[config.mk]
export PLATFORM = sky130hd
export DESIGN_NAME = usb_rx_packet_assembler
export DESIGN_NICKNAME = d
export VERILOG_FILES = /design/src/rtl/usb_rx_pkg.sv /design/src/rtl/usb_rx_crc.sv /design/src/rtl/usb_rx_packet_assembler.sv
export SDC_FILE = /design/constraint.sdc
export NUM_CORES = 1
export LEC_CHECK = 0
export ABC_AREA = 1
export CAP_MARGIN = 25
export CORE_UTILIZATION = 35
export CTS_CLUSTER_SIZE = 20
export DETAILED_ROUTE_END_ITERATION = 10
export HOLD_SLACK_MARGIN = 0.02
export PLACE_DENSITY = 0.62
export SLEW_MARGIN = 20
export SYNTH_ARGS = -nofsm -noshare
export SYNTH_HDL_FRONTEND = slang
export SYNTH_SLANG_ARGS = --single-unit
[constraint.sdc]
create_clock -name clock -period 3.1 [get_ports clock]
set_input_delay 0.62 -clock clock [delete_from_list [all_inputs] [get_ports clock]]
set_output_delay 0.62 -clock clock [all_outputs]
set_load 0.03 [all_outputs]
[src/rtl/usb_rx_pkg.sv]
// Shared types and constants for the USB receive packet path.
// Also used by the transmit CRC generator.
package usb_rx_pkg;

  typedef enum logic [1:0] {
    PT_SPECIAL = 2'b00,
    PT_TOKEN   = 2'b01,
    PT_HSHAKE  = 2'b10,
    PT_DATA    = 2'b11
  } pid_type_e;

  typedef enum logic [2:0] {
    S_IDLE, S_PID, S_TOKEN, S_DATA, S_HSHAKE, S_FLUSH
  } state_e;

  localparam logic [4:0]  CRC5_POLY      = 5'h05;
  localparam logic [4:0]  CRC5_RESIDUAL  = 5'h0C;
  localparam logic [15:0] CRC16_POLY     = 16'h8005;
  localparam logic [15:0] CRC16_RESIDUAL = 16'h800D;

endpackage

[src/rtl/usb_rx_crc.sv]
// Serial USB CRC5 and CRC16, MSB-feedback form, with residual-match outputs.
// The same shift form serves the transmit side (send the inverted register, MSB first).
module usb_rx_crc
  import usb_rx_pkg::*;
(
  input  logic clock,
  input  logic reset_n,
  input  logic clr,
  input  logic en,
  input  logic in_bit,
  output logic crc5_ok,
  output logic crc16_ok
);

  logic [4:0]  crc5;
  logic [15:0] crc16;
  logic        fb5, fb16;

  assign fb5  = in_bit ^ crc5[4];
  assign fb16 = in_bit ^ crc16[15];

  always_ff @(posedge clock or negedge reset_n) begin
    if (!reset_n) begin
      crc5  <= 5'h1F;
      crc16 <= 16'hFFFF;
    end else if (clr) begin
      crc5  <= 5'h1F;
      crc16 <= 16'hFFFF;
    end else if (en) begin
      crc5  <= {crc5[3:0], 1'b0} ^ (fb5 ? CRC5_POLY : 5'h00);
      crc16 <= {crc16[14:0], 1'b0} ^ (fb16 ? CRC16_POLY : 16'h0000);
    end
  end

  assign crc5_ok  = (crc5 == CRC5_RESIDUAL);
  assign crc16_ok = (crc16 == CRC16_RESIDUAL);

endmodule

[src/rtl/usb_rx_packet_assembler.sv]
// Assembles de-stuffed USB bits into PID/token/data bytes, checks PID and CRC,
// and reports one end-of-packet status strobe per packet.
module usb_rx_packet_assembler
  import usb_rx_pkg::*;
#(
  parameter int MAX_PAYLOAD = 64
) (
  input  logic       clock,
  input  logic       reset_n,
  input  logic       rx_active,
  input  logic       bs_sending,
  input  logic       in_bit,
  output logic [3:0] pid,
  output logic [6:0] addr,
  output logic [3:0] endp,
  output logic [7:0] data_byte,
  output logic       data_valid,
  output logic       pkt_done,
  output logic       pkt_ok,
  output logic       err_pid,
  output logic       err_crc,
  output logic       err_len,
  output logic       rx_busy
);

  localparam int PCW = $clog2(MAX_PAYLOAD + 1);

  state_e         state;
  logic [7:0]     sh, byte0, d0, d1, nbyte;
  logic [2:0]     bit_cnt;
  logic [1:0]     byte_cnt, fill;
  logic [PCW-1:0] pay_cnt;
  logic           f_pid, f_crc, f_len;
  logic           accept, byte_done, crc_en, crc5_ok, crc16_ok;
  logic           e_crc, e_len;

  assign accept    = rx_active & bs_sending;
  assign nbyte     = {in_bit, sh[7:1]};
  assign byte_done = accept & (bit_cnt == 3'd7);
  assign crc_en    = accept & (state inside {S_TOKEN, S_DATA, S_HSHAKE});
  assign rx_busy   = (state != S_IDLE);

  usb_rx_crc u_crc (
    .clock    (clock),
    .reset_n  (reset_n),
    .clr      (state == S_IDLE),
    .en       (crc_en),
    .in_bit   (in_bit),
    .crc5_ok  (crc5_ok),
    .crc16_ok (crc16_ok)
  );

  // Final error picture at end of packet, folding in the length/CRC checks.
  always_comb begin
    e_len = f_len | (bit_cnt != 3'd0);
    e_crc = f_crc;
    if (state == S_TOKEN) begin
      e_len = e_len | (byte_cnt != 2'd2);
      e_crc = e_crc | !crc5_ok;
    end
    if (state == S_DATA) begin
      e_len = e_len | (byte_cnt < 2'd2);
      e_crc = e_crc | !crc16_ok;
    end
  end

  always_ff @(posedge clock or negedge reset_n) begin
    if (!reset_n) begin
      state      <= S_IDLE;
      sh         <= '0;
      byte0      <= '0;
      d0         <= '0;
      d1         <= '0;
      bit_cnt    <= '0;
      byte_cnt   <= '0;
      fill       <= '0;
      pay_cnt    <= '0;
      f_pid      <= 1'b0;
      f_crc      <= 1'b0;
      f_len      <= 1'b0;
      pid        <= '0;
      addr       <= '0;
      endp       <= '0;
      data_byte  <= '0;
      data_valid <= 1'b0;
      pkt_done   <= 1'b0;
      pkt_ok     <= 1'b0;
      err_pid    <= 1'b0;
      err_crc    <= 1'b0;
      err_len    <= 1'b0;
    end else begin
      data_valid <= 1'b0;
      pkt_done   <= 1'b0;
      pkt_ok     <= 1'b0;
      err_pid    <= 1'b0;
      err_crc    <= 1'b0;
      err_len    <= 1'b0;
      if (accept) begin
        sh      <= nbyte;
        bit_cnt <= bit_cnt + 3'd1;
      end
      case (state)
        S_IDLE: if (accept) begin
          state    <= S_PID;
          f_pid    <= 1'b0;
          f_crc    <= 1'b0;
          f_len    <= 1'b0;
          byte_cnt <= '0;
          fill     <= '0;
          pay_cnt  <= '0;
        end
        S_FLUSH: begin
          state   <= S_IDLE;
          bit_cnt <= '0;
        end
        default: if (!rx_active) begin
          state    <= S_FLUSH;
          pkt_done <= 1'b1;
          err_pid  <= f_pid;
          err_crc  <= e_crc;
          err_len  <= e_len;
          pkt_ok   <= !(f_pid | e_crc | e_len);
        end else begin
          if (accept && state == S_HSHAKE) f_len <= 1'b1;
          if (byte_done) begin
            if (state != S_PID && byte_cnt != 2'd3) byte_cnt <= byte_cnt + 2'd1;
            case (state)
              S_PID: begin
                pid <= nbyte[3:0];
                if (nbyte[7:4] != ~nbyte[3:0]) f_pid <= 1'b1;
                case (pid_type_e'(nbyte[1:0]))
                  PT_TOKEN:  state <= S_TOKEN;
                  PT_DATA:   state <= S_DATA;
                  PT_HSHAKE: state <= S_HSHAKE;
                  default: begin
                    state <= S_HSHAKE;
                    f_pid <= 1'b1;
                  end
                endcase
              end
              S_TOKEN: begin
                if (byte_cnt == 2'd0) byte0 <= nbyte;
                if (byte_cnt == 2'd1) begin
                  addr <= byte0[6:0];
                  endp <= {nbyte[2:0], byte0[7]};
                end
              end
              S_DATA: begin
                // Two-byte delay line keeps the trailing CRC bytes from being emitted.
                if (fill == 2'd2) begin
                  if (pay_cnt < PCW'(MAX_PAYLOAD)) begin
                    data_valid <= 1'b1;
                    data_byte  <= d1;
                    pay_cnt    <= pay_cnt + 1'b1;
                  end else begin
                    f_len <= 1'b1;
                  end
                end else begin
                  fill <= fill + 2'd1;
                end
                d1 <= d0;
                d0 <= nbyte;
              end
              default: ;
            endcase
          end
        end
      endcase
    end
  end

endmodule
==> summary.md <==
| Metric | Value |
|---|---|
| Total track usage | 0.144 |
| Gates resized, CTS repair | 0 |
| Global-route congestion overflow total | 0 |
| Leak pwr | 2.56 nW |
| Clock edge transition at the registers on the reported setup and hold paths | 0.07 ns |
| Max clock buf depth | 2 |
| Distinct cells, synth | 36 |
| Classification of the worst-slack hold path | input pin to asynchronous set/reset pin |
| Maxcap violations | 0 |
| Worst slack at placement | 0.458 ns |
| Setup repair after global routing missed its margin | false |
| Period Utilization, post-route | 0.815 |
| Count of nets after finishing | 552 |
| Power Density | 733 nW/µm² |
| Post-detailed-placement half-perimeter wirelength | 6130 µm |
| Clock insertion delay at the later pin of the skew report | 0.34 ns |
| Fraction of met1 tracks used by global routing | 0.208 |
| Final count of negative-setup-slack endpoints | 0 |
| Cell area after placement | 5020 µm² |
| Seq cells post-synth | 100 |
| Placed cell count | 699 |
| Gate count after technology mapping | 505 |
| Detailed-route via count | 3320 |
| Met3 track demand over resource in global routing | 0.0298 |
| Least setup slack across all paths after layout | 0.574 ns |
| Net switching power | 1.36 mW |
| Number of H-tree levels | 3 |
| Type of origin of the critical path | flop |
| DRC viols | 0 |
| WL per Instance | 12.5 µm |
| Number of diodes | 0 |
| Number of post-CTS setup repair buffers | 0 |
| Core ar. | 12700 µm² |
| I/O pin total | 35 |
| Number of vias per cell | 4.64 |
| Largest fanout on the critical path | 17 |
| Layout-stage area growth over the synthesis result | 16.7% |
| Initial standard-cell utilization of the core | 0.359 |
| Most area-consuming cells after synthesis | dfrtp_1 (43%), nand2_1 (12%), dfstp_2 (12%), o21ai_0 (4.3%), inv_1 (4.3%) |
| Worst clock skew | 0.00777 ns |
| Yosys top cell area share | 0.434 |
| Die area | 13500 µm² |
| Number of antenna violations at the first check in global routing | 0 |
| Part of the Yosys area used for sequential elements | 0.556 |
| Total design power | 3.89 mW |
| IO Port Bufs | 34 |
| Root buffer selected by CTS | clkbuf_16 |
| Total length of routed wires | 8930 µm |
| Share of power burned in the clock network | 0.277 |
| Antenna-violating nets left | 0 |
| Final Wtd Congestion | 0.771 |
| Post-layout instance area | 5310 µm² |
| Cts hold-fix bufs | 0 |
| Non-filler cells, final | 715 |
| Pin count of the biggest net entering global routing | 52 |
| P_int | 2.53 mW |
| Max Transition Viols Final | 0 |
| Std-Cell Rows | 41 |
| Final total negative setup slack | 0 ns |
| Result of the run | completed |
| Routing usage on met2 | 0.215 |
| Synthesized area divided by synthesized cell count | 9.01 µm² |
| Critical path endpoint category | primary output |
| Worst-Margin Slew | 0.662 ns |
| Proportion of layout cells with a drive suffix above 1 | 0.142 |
| Clock net sink count | 100 |
| Crit path kind | flop to primary output |
| Vias in the first global route | 3035 |
| DRT iter0 DRCs | 244 |
| Synthesized net count | 519 |
| Combinational cell fraction of total power | 0.266 |
| Max transition margin | 0.558 |
| Final core utilization | 0.419 |
| Chip height | 116 µm |
| Maximum VDD drop | 0.000269 V |
| Required arrival time at the worst endpoint | 2.48 ns |
| Yosys synthesis warning count | 0 |
| Clock buffer count from CTS | 9 |
| Post-synthesis instance area | 4550 µm² |
| Width of the die | 116 µm |
| Switching share of total power | 0.350 |
| Arrival @ worst endpoint | 1.91 ns |
| Total count of hold-check failures in the final report | 0 |
| Biggest area consumer among synthesized cells | dfrtp_1 |
| WHS | 0.298 ns |
| Min Clock Period, post-route | 2.53 ns |
| Global-route wire length before repair | 14800 µm |
| Highest Clock Rate | 396 MHz |
| Number of detailed-route iterations in the first pass | 4 |
| Sequential fraction of design power | 0.458 |
| CTS tree | built |
| Most Used Layer, Global Route | met2 |
-- routing by layer --
| metal | part of all wire | wire, µm | up-vias |
|---|---|---|---|
| met5 | 0 | 0 | - |
| met2 | 0.46 | 4110 | 41 |
| met4 | 0.0058 | 52 | 0 |
| met1 | 0.51 | 4550 | 1595 |
| li1 | - | - | 1679 |
| met3 | 0.024 | 215 | 5 |
-- sequential cells by signal, summed over array words and instances (netlist names), 7 cells and up --
| name | cells |
|---|---|
| u_crc.crc16 | 16 |
| byte0 | 8 |
| d0 | 8 |
| d1 | 8 |
| data_byte | 8 |
| addr | 7 |
| pay_cnt | 7 |
| sh | 7 |
-- cells in the mapped netlist, drive strengths merged --
| library cell | count |
|---|---|
| clkbuf | 2 |
| a31oi | 4 |
| dfrtp | 79 |
| a21oi | 10 |
| xor2 | 2 |
| nor3 | 2 |
| a22oi | 4 |
| inv | 62 |
| nand3 | 25 |
| nand2 | 159 |
| ha | 9 |
| dfstp | 21 |
| buf | 11 |
| o21a | 1 |
| nand4 | 6 |
| xnor2 | 1 |
| o21ai | 69 |
| o21bai | 2 |
| nor2 | 32 |
| or2 | 2 |
| o22ai | 1 |
| o211ai | 1 |
-- worst paths after layout --
kind / start / to / slack (ns) / cells past startpoint
hold reg to reg: d1[4] / data_byte[4] / 0.47 / 2
setup / recovery: state[2] / rx_busy / 0.57 / 3
hold / removal: reset_n / data_byte[0] / 0.30 / 1
min in group clock: d1[4] / data_byte[4] / 0.47 / 2
setup reg to reg: bit_cnt[0] / f_len / 1.28 / 8
max in group asynchronous: reset_n / sh[4] / 2.12 / 2
-- cell type report --
type / instances / area (µm²)
Timing Repair Buffer: 35 / 358
Fill cell: 1255 / 7360
Clock inverter: 6 / 47.5
Sequential cell: 100 / 2530
Tap cell: 172 / 215
Inverter: 62 / 235
Clock buffer: 10 / 239
Multi-Input combinational cell: 330 / 1690
-- power groups by stage --
stage	registers, mW	logic [mW]	clock network [mW]
after CTS	1.78	1.04	1.10
after detailed placement	1.80	1.03	0
after global placement	1.79	1.00	0
final	1.78	1.03	1.08
after global routing	1.81	1.17	1.15
after floorplan	1.81	0.769	0
-- worst max-delay path, stage by stage (launching register included) --
cell and delay (ns):
dfrtp_1 0.50, inv_2 0.11, nand2_4 0.23, clkdlybuf4s50_1 0.72
-- placed cells by master (no fill, tap or decap), types with 2 or more instances in the layout --
master and count:
nand2_1 150, dfrtp_1 79, inv_1 52, o21ai_0 39
clkdlybuf4s50_1 33, nor2_1 28, nand3_1 22, o21ai_1 22
dfstp_2 21, a21oi_1 10, inv_2 9, ha_1 9
clkbuf_16 9, o21ai_2 8, nand2_4 6, nand4_1 6
a31oi_1 4, a22oi_1 4, nand2_2 3, nor2_2 2
o21bai_1 2, or2_2 2, xor2_1 2, nand3_4 2
clkinv_4 2, clkinv_2 2
-- cell families (layout without fill, tap and decap cells) --
family,after synthesis,after routing,share of synthesized area
AO/OA/AOI/OAI,92,92,0.114
adder cells (fa/ha/maj),9,9,0.0247
flip-flops,100,100,0.556
XOR/XNOR,3,3,0.00578
AND/OR/NAND/NOR,226,226,0.226
buffers and inverters,75,113,0.0740
No activity file was read; power rests on OpenSTA's default activity.
